$ cat config.mk
export PLATFORM = sky130hd
export DESIGN_NAME = uart_rx
export DESIGN_NICKNAME = d
export VERILOG_FILES = /design/src/rtl/uart_rx.sv
export SDC_FILE = /design/constraint.sdc
export NUM_CORES = 1
export LEC_CHECK = 0
export ABC_CLOCK_PERIOD_IN_PS = 1500
export BUFFER_PORTS_ARGS = -buffer_cell sky130_fd_sc_hd__buf_2
export CAP_MARGIN = 40
export CELL_PAD_IN_SITES_DETAIL_PLACEMENT = 2
export CELL_PAD_IN_SITES_GLOBAL_PLACEMENT = 2
export CORE_ASPECT_RATIO = 1.1
export CORE_MARGIN = 2
export CORE_UTILIZATION = 35
export CTS_BUF_LIST = sky130_fd_sc_hd__clkbuf_8
export CTS_CLUSTER_SIZE = 16
export DETAILED_ROUTE_END_ITERATION = 16
export PLACE_DENSITY_LB_ADDON = 0.15
export SYNTH_ARGS = -nofsm -noshare
export SYNTH_HDL_FRONTEND = slang
export SYNTH_SLANG_ARGS = --single-unit
$ cat constraint.sdc
create_clock -name clk -period 1.5 [get_ports clk]
set_input_delay 0.075 -clock clk [delete_from_list [all_inputs] [get_ports clk]]
set_output_delay 0.075 -clock clk [all_outputs]
set_load 0.02 [all_outputs]
$ cat src/rtl/uart_rx.sv
// 8N1 serial receiver: double-flop input sync, mid-bit sampling FSM and a
// single-entry output buffer with valid/ready handshake, frame-error and overrun pulses.
`timescale 1ns/1ps
module uart_rx #(
    parameter int CLKS_PER_BIT = 16
) (
    input  logic       clk,
    input  logic       rst_n,
    input  logic       rx,
    output logic [7:0] rx_data,
    output logic       rx_valid,
    input  logic       rx_ready,
    output logic       busy,
    output logic       frame_err,
    output logic       overrun
);

    localparam int CW = $clog2(CLKS_PER_BIT);
    localparam logic [CW-1:0] HALF_M1 = CW'(CLKS_PER_BIT / 2 - 1);
    localparam logic [CW-1:0] FULL_M1 = CW'(CLKS_PER_BIT - 1);

    typedef enum logic [2:0] {
        IDLE,
        START,
        DATA,
        STOP,
        BREAK
    } state_t;

    state_t         state_q, state_d;
    logic [CW-1:0]  cnt_q, cnt_d;
    logic [2:0]     bitn_q, bitn_d;
    logic [7:0]     sh_q, sh_d;
    logic [7:0]     data_q, data_d;
    logic           valid_q, valid_d;
    logic           ferr_q, ferr_d;
    logic           ovr_q, ovr_d;
    logic           rx_meta_q, rx_s_q;
    logic           byteDone;

    // Both sync flops reset high so the idle line is not mistaken for a start bit.
    always_ff @(posedge clk or negedge rst_n) begin
        if (!rst_n) begin
            rx_meta_q <= 1'b1;
            rx_s_q    <= 1'b1;
        end else begin
            rx_meta_q <= rx;
            rx_s_q    <= rx_meta_q;
        end
    end

    always_ff @(posedge clk or negedge rst_n) begin
        if (!rst_n) begin
            state_q <= IDLE;
            cnt_q   <= '0;
            bitn_q  <= '0;
            sh_q    <= '0;
            data_q  <= '0;
            valid_q <= 1'b0;
            ferr_q  <= 1'b0;
            ovr_q   <= 1'b0;
        end else begin
            state_q <= state_d;
            cnt_q   <= cnt_d;
            bitn_q  <= bitn_d;
            sh_q    <= sh_d;
            data_q  <= data_d;
            valid_q <= valid_d;
            ferr_q  <= ferr_d;
            ovr_q   <= ovr_d;
        end
    end

    always_comb begin
        state_d  = state_q;
        cnt_d    = cnt_q;
        bitn_d   = bitn_q;
        sh_d     = sh_q;
        data_d   = data_q;
        valid_d  = valid_q;
        ferr_d   = 1'b0;
        ovr_d    = 1'b0;
        byteDone = 1'b0;

        if (valid_q && rx_ready) begin
            valid_d = 1'b0;
        end

        case (state_q)
            IDLE: begin
                if (!rx_s_q) begin
                    state_d = START;
                    cnt_d   = '0;
                end
            end
            START: begin
                if (cnt_q == HALF_M1) begin
                    cnt_d  = '0;
                    bitn_d = '0;
                    state_d = rx_s_q ? IDLE : DATA;
                end else begin
                    cnt_d = cnt_q + 1'b1;
                end
            end
            DATA: begin
                if (cnt_q == FULL_M1) begin
                    sh_d  = {rx_s_q, sh_q[7:1]};
                    cnt_d = '0;
                    if (bitn_q == 3'd7) begin
                        state_d = STOP;
                    end else begin
                        bitn_d = bitn_q + 3'd1;
                    end
                end else begin
                    cnt_d = cnt_q + 1'b1;
                end
            end
            STOP: begin
                if (cnt_q == FULL_M1) begin
                    cnt_d = '0;
                    if (rx_s_q) begin
                        state_d  = IDLE;
                        byteDone = 1'b1;
                    end else begin
                        ferr_d  = 1'b1;
                        state_d = BREAK;
                    end
                end else begin
                    cnt_d = cnt_q + 1'b1;
                end
            end
            BREAK: begin
                if (rx_s_q) begin
                    state_d = IDLE;
                end
            end
            default: state_d = IDLE;
        endcase

        // A completing byte may load only if the buffer is empty or being drained this cycle.
        if (byteDone) begin
            if (!valid_q || rx_ready) begin
                data_d  = sh_q;
                valid_d = 1'b1;
            end else begin
                ovr_d = 1'b1;
            end
        end
    end

    assign rx_data   = data_q;
    assign rx_valid  = valid_q;
    assign busy      = (state_q != IDLE);
    assign frame_err = ferr_q;
    assign overrun   = ovr_q;

endmodule

==> results of run 1 <==
cells by family (layout without fill, tap and decap cells):
family                     after synthesis  count (layout)  synth area share
buffers and inverters                    7              52            0.0228
adders and majority gates                3               3            0.0274
and+or+nand+nor                         29              29             0.145
muxes                                   19              19             0.156
xor gates and xnor gates                 1               1           0.00638
DFF                                     31              31             0.567
AOI/OAI and AO/OA                       15              15            0.0757
Yosys cell counts:
cell type / number / area share
o21ai_0: 4 / 0.015
or3_1: 2 / 0.0091
buf_4: 1 / 0.0055
a211oi_1: 2 / 0.011
o211ai_1: 1 / 0.0055
nand4_1: 2 / 0.0091
nand2b_1: 1 / 0.0046
o31ai_1: 1 / 0.0055
dfrtp_1: 29 / 0.53
nand2_1: 2 / 0.0055
a21oi_1: 2 / 0.0073
nor2_1: 6 / 0.016
dfstp_2: 2 / 0.038
buf_2: 1 / 0.0036
and3_1: 1 / 0.0046
o2bb2ai_1: 1 / 0.0064
a22o_1: 1 / 0.0064
and3b_1: 3 / 0.019
inv_1: 2 / 0.0055
clkbuf_1: 3 / 0.0082
xor2_1: 1 / 0.0064
and4b_1: 1 / 0.0073
mux2_2: 19 / 0.16
o2111ai_1: 1 / 0.0064
nor4bb_1: 1 / 0.0073
nand3_1: 1 / 0.0036
a41oi_1: 1 / 0.0064
or4_1: 1 / 0.0055
a311oi_1: 1 / 0.0064
nor3b_1: 4 / 0.022
nor4b_4: 1 / 0.017
nand2_2: 1 / 0.0046
ha_1: 3 / 0.027
or2_2: 2 / 0.0091
routing by layer:
metal	vias up	part of all wire	GRT usage
met4	0	0.014	0.0652
li1	472	-	-
met1	567	0.44	0.254
met2	17	0.52	0.353
met3	6	0.025	0.0438
met5	-	0	0
area by class of cell:
class	instances	area share
clock inverters	2	0.0177
well taps	50	0.0317
inverters	2	0.00380
clock buffers	6	0.0418
multi-input cells	67	0.343
flip-flops and latches	31	0.395
repair buffers	42	0.168
how the worst max path moves through the flow:
stage / end / start / cells past startpoint
CTS: rx_data[4] / rx_s_q / 4
floorplan: rx_data[0] / rx_s_q / 3
global placement: bitn_q[1] / bitn_q[0] / 5
detailed placement: bitn_q[1] / bitn_q[0] / 5
finish: rx_data[7] / rx_s_q / 4
global route: rx_data[7] / rx_s_q / 4
stage by stage:
stage               utilization  setup slack, ns
detailed placement        0.445           -0.232
global route              0.532           -0.344
floorplan                     -           -0.135
CTS                       0.519           -0.175
global placement          0.445           -0.196
finish                    0.532           -0.293
worst max-delay path: cells and delay by family, from the launching register on:
| kind | cells | cell delay (ns) |
|---|---|---|
| muxes | 1 | 0.34 |
| and+or+nand+nor | 2 | 0.59 |
| DFF | 1 | 0.54 |
| buffers and inverters | 1 | 0.20 |
power by group through the flow:
| stage | sequential (W) | clock, W | combinational [W] |
|---|---|---|---|
| 4_1_cts | 0.00107 | 0.000881 | 0.000992 |
| 6_report | 0.00108 | 0.000875 | 0.00106 |
| 3_3_place_gp | 0.00107 | 0 | 0.000807 |
| 5_1_grt | 0.00110 | 0.000918 | 0.00116 |
| 2_1_floorplan | 0.00107 | 0 | 0.000458 |
| 3_5_place_dp | 0.00108 | 0 | 0.000856 |
what timing repair did:
item | 4_1_cts | 5_1_grt
buffers inserted | 5 | 4
resized for setup | 23 | 8
pin swaps | 6 | 6
endpoints found under the setup margin | 21 | 25
endpoints found under the hold margin | 30 | 0
hold buffers | 2 | 0
registers in the layout, indices dropped and copies added, names as in the netlist:
| register | count |
|---|---|
| bitn_q | 3 |
| cnt_q | 4 |
| frame_err | 1 |
| overrun | 1 |
| rx_data | 8 |
| rx_meta_q | 1 |
| rx_s_q | 1 |
| rx_valid | 1 |
| sh_q | 8 |
| state_q | 3 |
==> impl_metrics.ini, run 1 <==
[placement]
placed_cells = 183
place_area_sq_um = 1650
gp_congestion = 0.749
io_buffers = 15
dp_hpwl_um = 2370

[timing]
worst_slack_ns = -0.293
max_slew_margin = 0.530
hold_violations = 0
min_period_ns = 1.79
fin_skew_ns = 0.00811
rsz0062_at_grt = true
timing.hold.ws_ns = 0.149
setup_viol = 22
drv_slew = 0
setup_tns_ns = -3.91
fin_crit_sh = 1.20
clock.fmax_mhz = 558
worst_pin_slew_ns = 0.705

[critical_path]
crit_type = reg2reg
slowest_delay_ns = 0.54
cp_max_fo = 8
r2r-start = rx_s_q
arrival_ns = 1.96
critPathSlowestCell = dfstp_2
r2r_slack_ns = -0.29
critPathCaptureType = flop
worstSetupStartpointType = flop
crit_required_ns = 1.67
reg2reg_depth = 4
crit_chain = nand4_1 -> nor4b_4 -> buf_6 -> mux2_2
timing.rr.end = rx_data[7]

[layout]
final_nets = 156
design_area_sq_um = 1980
areaGrowthSynthToFinish_pct = 43.9
final_cell_mix = dfrtp_1, buf_4, buf_2
fin_cells = 200
multiInputGateArea_sq_um = 677
drive_above_1_share = 0.567
diodes = 0
regArea_sq_um = 779
final_common_cell = dfrtp_1
fill_cells = 362

[pwr]
leakage_nw = 0.961
power.total_w = 0.00301
p_int_w = 0.00205
combPwrFrac = 0.353
vdd_ir_drop_max_v = 0.000700
clockPowerShare = 0.290
p_sw_w = 0.000966
power_density_nw_per_um2 = 1530
p_sw_frac = 0.320
seqPwrFrac = 0.357

[global_route]
grt_max_degree = 32
grt_pass1_vias = 1191
antenna_found_initial = 0
grt-ovfl-total = 0
track_usage = 0.205
grt_pass1_wl_um = 6750

[clock_network]
path_clk_slew_ns = 0.07
htree_levels = 2
cts_tree = done
cts_inserted_buffers = 5
clockRootBuffer = clkbuf_8
clkLatencyLatePin_ns = 0.29
cts.sinks = 31
cts_buffer_depth = 2

[outcome]
status = finished with violations
violations = setup timing

[run]
cap_violations = 0

[floorplanning]
core_region_area_sq_um = 3710
io_pins = 16
rows = 23
die-area_sq_um = 4440
die_x_um = 63.7
die_h_um = 69.7
start_util = 0.370

[drt]
drt_wl_total_um = 4060
postRouteAntennaNets = 0
drcViolationCount = 0
avgViaCountPerCell = 5.31
drtIter0Drc = 26
post_drt_wl_per_cell_um = 20.3
vias = 1062
drtPass1Iterations = 4

[logic_synthesis]
ys_warn_count = 0
ys_types = 34
syn-cell-area_sq_um = 1370
ys_ff_latch = 31
syn_nets = 112
syn-instance-count = 105
syn_area_per_cell_sq_um = 13.1
yosysSeqAreaShare = 0.567

[worst_hold_path]
holdCritStartpoint = rx_ready
min_path_type = in2reg
hold_end = overrun
holdPathStages = 3
Note: power is estimated with default switching activity, not from simulation.
==> run 2, diff against run 1 <==
--- a/config.mk
+++ b/config.mk
@@ -12,10 +12,11 @@
 export CELL_PAD_IN_SITES_GLOBAL_PLACEMENT = 2
 export CORE_ASPECT_RATIO = 1.1
 export CORE_MARGIN = 2
-export CORE_UTILIZATION = 35
+export CORE_UTILIZATION = 37
 export CTS_BUF_LIST = sky130_fd_sc_hd__clkbuf_8
 export CTS_CLUSTER_SIZE = 16
 export DETAILED_ROUTE_END_ITERATION = 16
+export GPL_TIMING_DRIVEN = 0
 export PLACE_DENSITY_LB_ADDON = 0.15
 export SYNTH_ARGS = -nofsm -noshare
 export SYNTH_HDL_FRONTEND = slang
==> run 2 against run 1 <==
Net effect:
- the run still ends with setup timing left
- clock skew down 0.0032 ns
- die area down 5.1%
- design area up 0.63%
- sequential cell count unchanged
- via count about the same
- combinational power up 13%
- total power up 5.0%
- first-iteration DRC count down 38%
- hold slack worse by 0.038 ns
- critical path depth up 1
- non-clock buffer count down 1
- sequential power about the same
- critical path type unchanged
- largest cell class unchanged
- largest power group is now combinational cells
==> impl_metrics.ini, run 2 (same netlist as run 1, synthesis figures left out) <==
[worst_hold_path]
min_path_type = in2reg
holdCritStartpoint = rx_ready
hold_end = overrun
holdPathStages = 3

[critical_path]
crit_required_ns = 1.67
crit_type = reg2reg
timing.rr.end = sh_q[1]
r2r-start = cnt_q[1]
worstSetupStartpointType = flop
critPathCaptureType = flop
r2r_slack_ns = -0.13
reg2reg_depth = 5
arrival_ns = 1.80
cp_max_fo = 8

[layout]
drive_above_1_share = 0.577
final_util = 0.553
final_cell_mix = dfrtp_1, buf_4, mux2_4
final_nets = 155
diodes = 0
final_common_cell = dfrtp_1
areaGrowthSynthToFinish_pct = 44.8

[global_route]
grt_busiest_layer = met2
grt_use_met3 = 0.0473
grt_use_met2 = 0.378
grt_pass1_wl_um = 6070
grt_max_degree = 32
grt_pass1_vias = 1176
grt-ovfl-total = 0
globalRouteMet1Util = 0.233
antenna_found_initial = 0
track_usage = 0.210

[floorplanning]
die-area_sq_um = 4210
die_x_um = 62.1
core_region_area_sq_um = 3600
start_util = 0.382
io_pins = 16
rows = 23
die_h_um = 67.9

[drt]
postRouteAntennaNets = 0
vias = 1061
drtIter0Drc = 16
avgViaCountPerCell = 5.33
drtPass1Iterations = 3
drcViolationCount = 0
drt_wl_total_um = 4230
post_drt_wl_per_cell_um = 21.2

[clock_network]
cts.sinks = 31
cts_inserted_buffers = 5
cts_tree = done
clkLatencyLatePin_ns = 0.29
cts_buffer_depth = 2
path_clk_slew_ns = 0.06
clockRootBuffer = clkbuf_8
htree_levels = 2

[timing]
clock.fmax_mhz = 614
fin_crit_sh = 1.09
setup_tns_ns = -2.19
hold_violations = 0
worst_slack_ns = -0.128
max_slew_margin = 0.531
setup_viol = 20
rsz0062_at_grt = true
worst_pin_slew_ns = 0.703
drv_slew = 0
fin_skew_ns = 0.00493
min_period_ns = 1.63

[placement]
gp_congestion = 0.665
dp_hpwl_um = 1940
io_buffers = 15
post-place-ws_ns = -0.426

[run]
cap_violations = 0

[pwr]
leakage_nw = 0.958
power_density_nw_per_um2 = 1590
vdd_ir_drop_max_v = 0.00108

[outcome]
status = finished with violations
violations = setup timing
-- run 2: worst max-delay path, stage by stage, from the launching register on --
cell	delay, ns
dfrtp_1	0.40
ha_4	0.20
and3b_2	0.22
and4b_1	0.21
buf_6	0.17
mux2_4	0.31
-- run 2: layout make-up --
class | instances | area [sq um]
tap | 50 | 62.6
clock inverter | 2 | 35.0
sequential | 31 | 782
inverter | 2 | 7.51
fill | 344 | 1610
timing repair buffer | 36 | 248
multi-input combinational | 67 | 714
clock buffer | 6 | 82.6
buffer | 5 | 56.3
-- run 2: metal layers --
| layer | share of wire | vias up |
|---|---|---|
| li1 | - | 470 |
| met1 | 0.38 | 551 |
| met2 | 0.55 | 27 |
| met3 | 0.027 | 13 |
| met4 | 0.045 | 0 |
| met5 | 0 | - |
-- run 2: how the worst max path moves through the flow --
stage	endpoint	slack, ns	start
2_1_floorplan	rx_data[0]	-0.13	rx_s_q
3_3_place_gp	rx_data[7]	-0.37	rx_s_q
3_5_place_dp	rx_data[7]	-0.43	rx_s_q
4_1_cts	rx_data[7]	-0.13	rx_s_q
5_1_grt	state_q[0]	-0.20	cnt_q[1]
6_report	sh_q[1]	-0.13	cnt_q[1]
-- run 2: what timing repair did --
| action | 4_1_cts | 5_1_grt |
|---|---|---|
| hold buffers | 2 | 0 |
| setup buffers | 11 | 8 |
| hold endpoints to repair | 30 | 0 |
| endpoints found under the setup margin | 22 | 23 |
| pin swaps | 6 | 5 |
| resized for setup | 32 | 15 |
-- run 2: power breakdown --
group          internal, W  switching, W  total (W)
clock network     0.000537      0.000326   0.000863
registers         0.000953      0.000151    0.00110
logic             0.000634      0.000566    0.00120
-- run 2: through the flow --
step / std cells / area (sq um) / total power (W) / hold slack (ns)
finish: 199 / 1990 / 0.00317 / 0.111
global placement: 170 / 1530 / 0.00167 / 0.151
detailed placement: 170 / 1530 / 0.00172 / 0.155
global route: 199 / 1990 / 0.00334 / 0.140
CTS: 191 / 1870 / 0.00286 / 0.0854
floorplan: 105 / 1400 / 0.00153 / -0.221
==> run 3, diff against run 2 <==
--- a/config.mk
+++ b/config.mk
@@ -17,7 +17,8 @@
 export CTS_CLUSTER_SIZE = 16
 export DETAILED_ROUTE_END_ITERATION = 16
 export GPL_TIMING_DRIVEN = 0
-export PLACE_DENSITY_LB_ADDON = 0.15
+export PLACE_DENSITY = 0.87
+export SLEW_MARGIN = 25
 export SYNTH_ARGS = -nofsm -noshare
 export SYNTH_HDL_FRONTEND = slang
 export SYNTH_SLANG_ARGS = --single-unit
==> run 3 against run 2 <==
Net effect:
- the run still ends with setup timing left
- design area fell by 2.7%
- non-clock buffer count fell by 2
- combinational power fell by 10%
- clock power barely moved
- setup slack got worse by 0.064 ns
- clock-buffer cell count did not move
- sequential power barely moved
- clock skew rose by 0.0029 ns
- register-to-register slack got worse by 0.06 ns
- die area did not move
==> impl_metrics.ini, run 3 (same netlist as run 1, synthesis figures left out) <==
[outcome]
status = finished with violations
violations = setup timing

[clock_network]
cts_buffer_depth = 2
path_clk_slew_ns = 0.07
cts_tree = done
clockRootBuffer = clkbuf_8
cts_inserted_buffers = 5
cts.sinks = 31
htree_levels = 2
clkLatencyLatePin_ns = 0.29

[global_route]
grt_pass1_wl_um = 6420
grt_use_met2 = 0.404
grt_max_degree = 32
grt-ovfl-total = 0
track_usage = 0.225
globalRouteMet1Util = 0.249
grt_pass1_vias = 1207
grt_busiest_layer = met2
antenna_found_initial = 0
grt_use_met3 = 0.0510

[timing]
worst_pin_slew_ns = 0.703
timing.hold.ws_ns = 0.141
fin_crit_sh = 1.13
clock.fmax_mhz = 591
max_slew_margin = 0.531
hold_violations = 0
worst_slack_ns = -0.192
setup_viol = 19
setup_tns_ns = -3.12
fin_skew_ns = 0.00785
drv_slew = 0
min_period_ns = 1.69
rsz0062_at_grt = true

[drt]
drt_wl_total_um = 4440
avgViaCountPerCell = 5.39
post_drt_wl_per_cell_um = 22.5
drtPass1Iterations = 4
postRouteAntennaNets = 0
drtIter0Drc = 21
drcViolationCount = 0
vias = 1062

[pwr]
vdd_ir_drop_max_v = 0.00121
leakage_nw = 0.938
power_density_nw_per_um2 = 1560

[layout]
fill_cells = 347
final_common_cell = dfrtp_1
final_util = 0.538
diodes = 0
areaGrowthSynthToFinish_pct = 40.9
multiInputGateArea_sq_um = 682
design_area_sq_um = 1930
final_cell_mix = dfrtp_1, buf_4, mux2_4
final_nets = 153
drive_above_1_share = 0.558
regArea_sq_um = 782

[critical_path]
crit_required_ns = 1.66
crit_type = reg2reg
slowest_delay_ns = 0.39
crit_chain = ha_2 -> ha_4 -> nor4bb_2 -> o21ai_2 -> mux2_4
critPathSlowestCell = dfrtp_1
worstSetupStartpointType = flop
cp_max_fo = 3
arrival_ns = 1.86
critPathCaptureType = flop

[floorplanning]
io_pins = 16
die_x_um = 62.1
rows = 23
start_util = 0.382
die_h_um = 67.9
die-area_sq_um = 4210
core_region_area_sq_um = 3600

[placement]
post-place-ws_ns = -0.373
dp_hpwl_um = 2400
gp_congestion = 0.828
place_area_sq_um = 1530
io_buffers = 15

[worst_hold_path]
min_path_type = in2reg

[run]
cap_violations = 0
-- run 3: worst paths after layout --
check                      cells after the start  slack (ns)  startpoint         end
hold reg to reg                                0        0.36   rx_meta_q      rx_s_q
hold / removal                                 3        0.14    rx_ready     overrun
setup / recovery                               5       -0.19   bitn_q[0]   bitn_q[2]
setup reg to reg                               5       -0.19   bitn_q[0]   bitn_q[2]
max in group asynchronous                      2        0.63       rst_n  state_q[1]
min in group asynchronous                      2        0.37       rst_n    cnt_q[0]
-- run 3: per-layer routing --
layer  part of all wire  up-vias
li1                   -      472
met1               0.40      552
met2               0.56       29
met3              0.027        9
met4              0.020        0
met5                  0        -
-- run 3: final cells by class --
class | instances | area share
plain buffers | 5 | 0.0278
well taps | 50 | 0.0323
inverters | 2 | 0.00388
flip-flops and latches | 31 | 0.404
clock inverters | 2 | 0.0181
clock buffers | 6 | 0.0427
multi-input cells | 67 | 0.353
repair buffers | 34 | 0.118
-- run 3: power by group --
group	switching, W	internal [W]	leakage, nW
Clock	0.000322	0.000537	0.0612
Combinational	0.000527	0.000554	0.468
Sequential	0.000127	0.000953	0.409
-- run 3: repair_timing --
item,4_1_cts,5_1_grt
hold endpoints to repair,30,0
hold buffers,2,0
pin swaps,6,6
setup endpoints to repair,20,21
setup buffers,13,4
resized for setup,31,6
-- run 3: critical path: cells and delay by family, from the launching register on --
kind                     cells  cell delay (ns)
AO/OA/AOI/OAI                1             0.15
adder cells (fa/ha/maj)      2             0.35
flip-flops                   1             0.39
multiplexers                 1             0.33
AND/OR/NAND/NOR              1             0.35
-- run 3: stage by stage --
stage	cells	power [W]
after detailed placement	170	0.00175
final	197	0.00302
after floorplan	105	0.00153
after global placement	170	0.00166
after global routing	197	0.00319
after CTS	193	0.00287
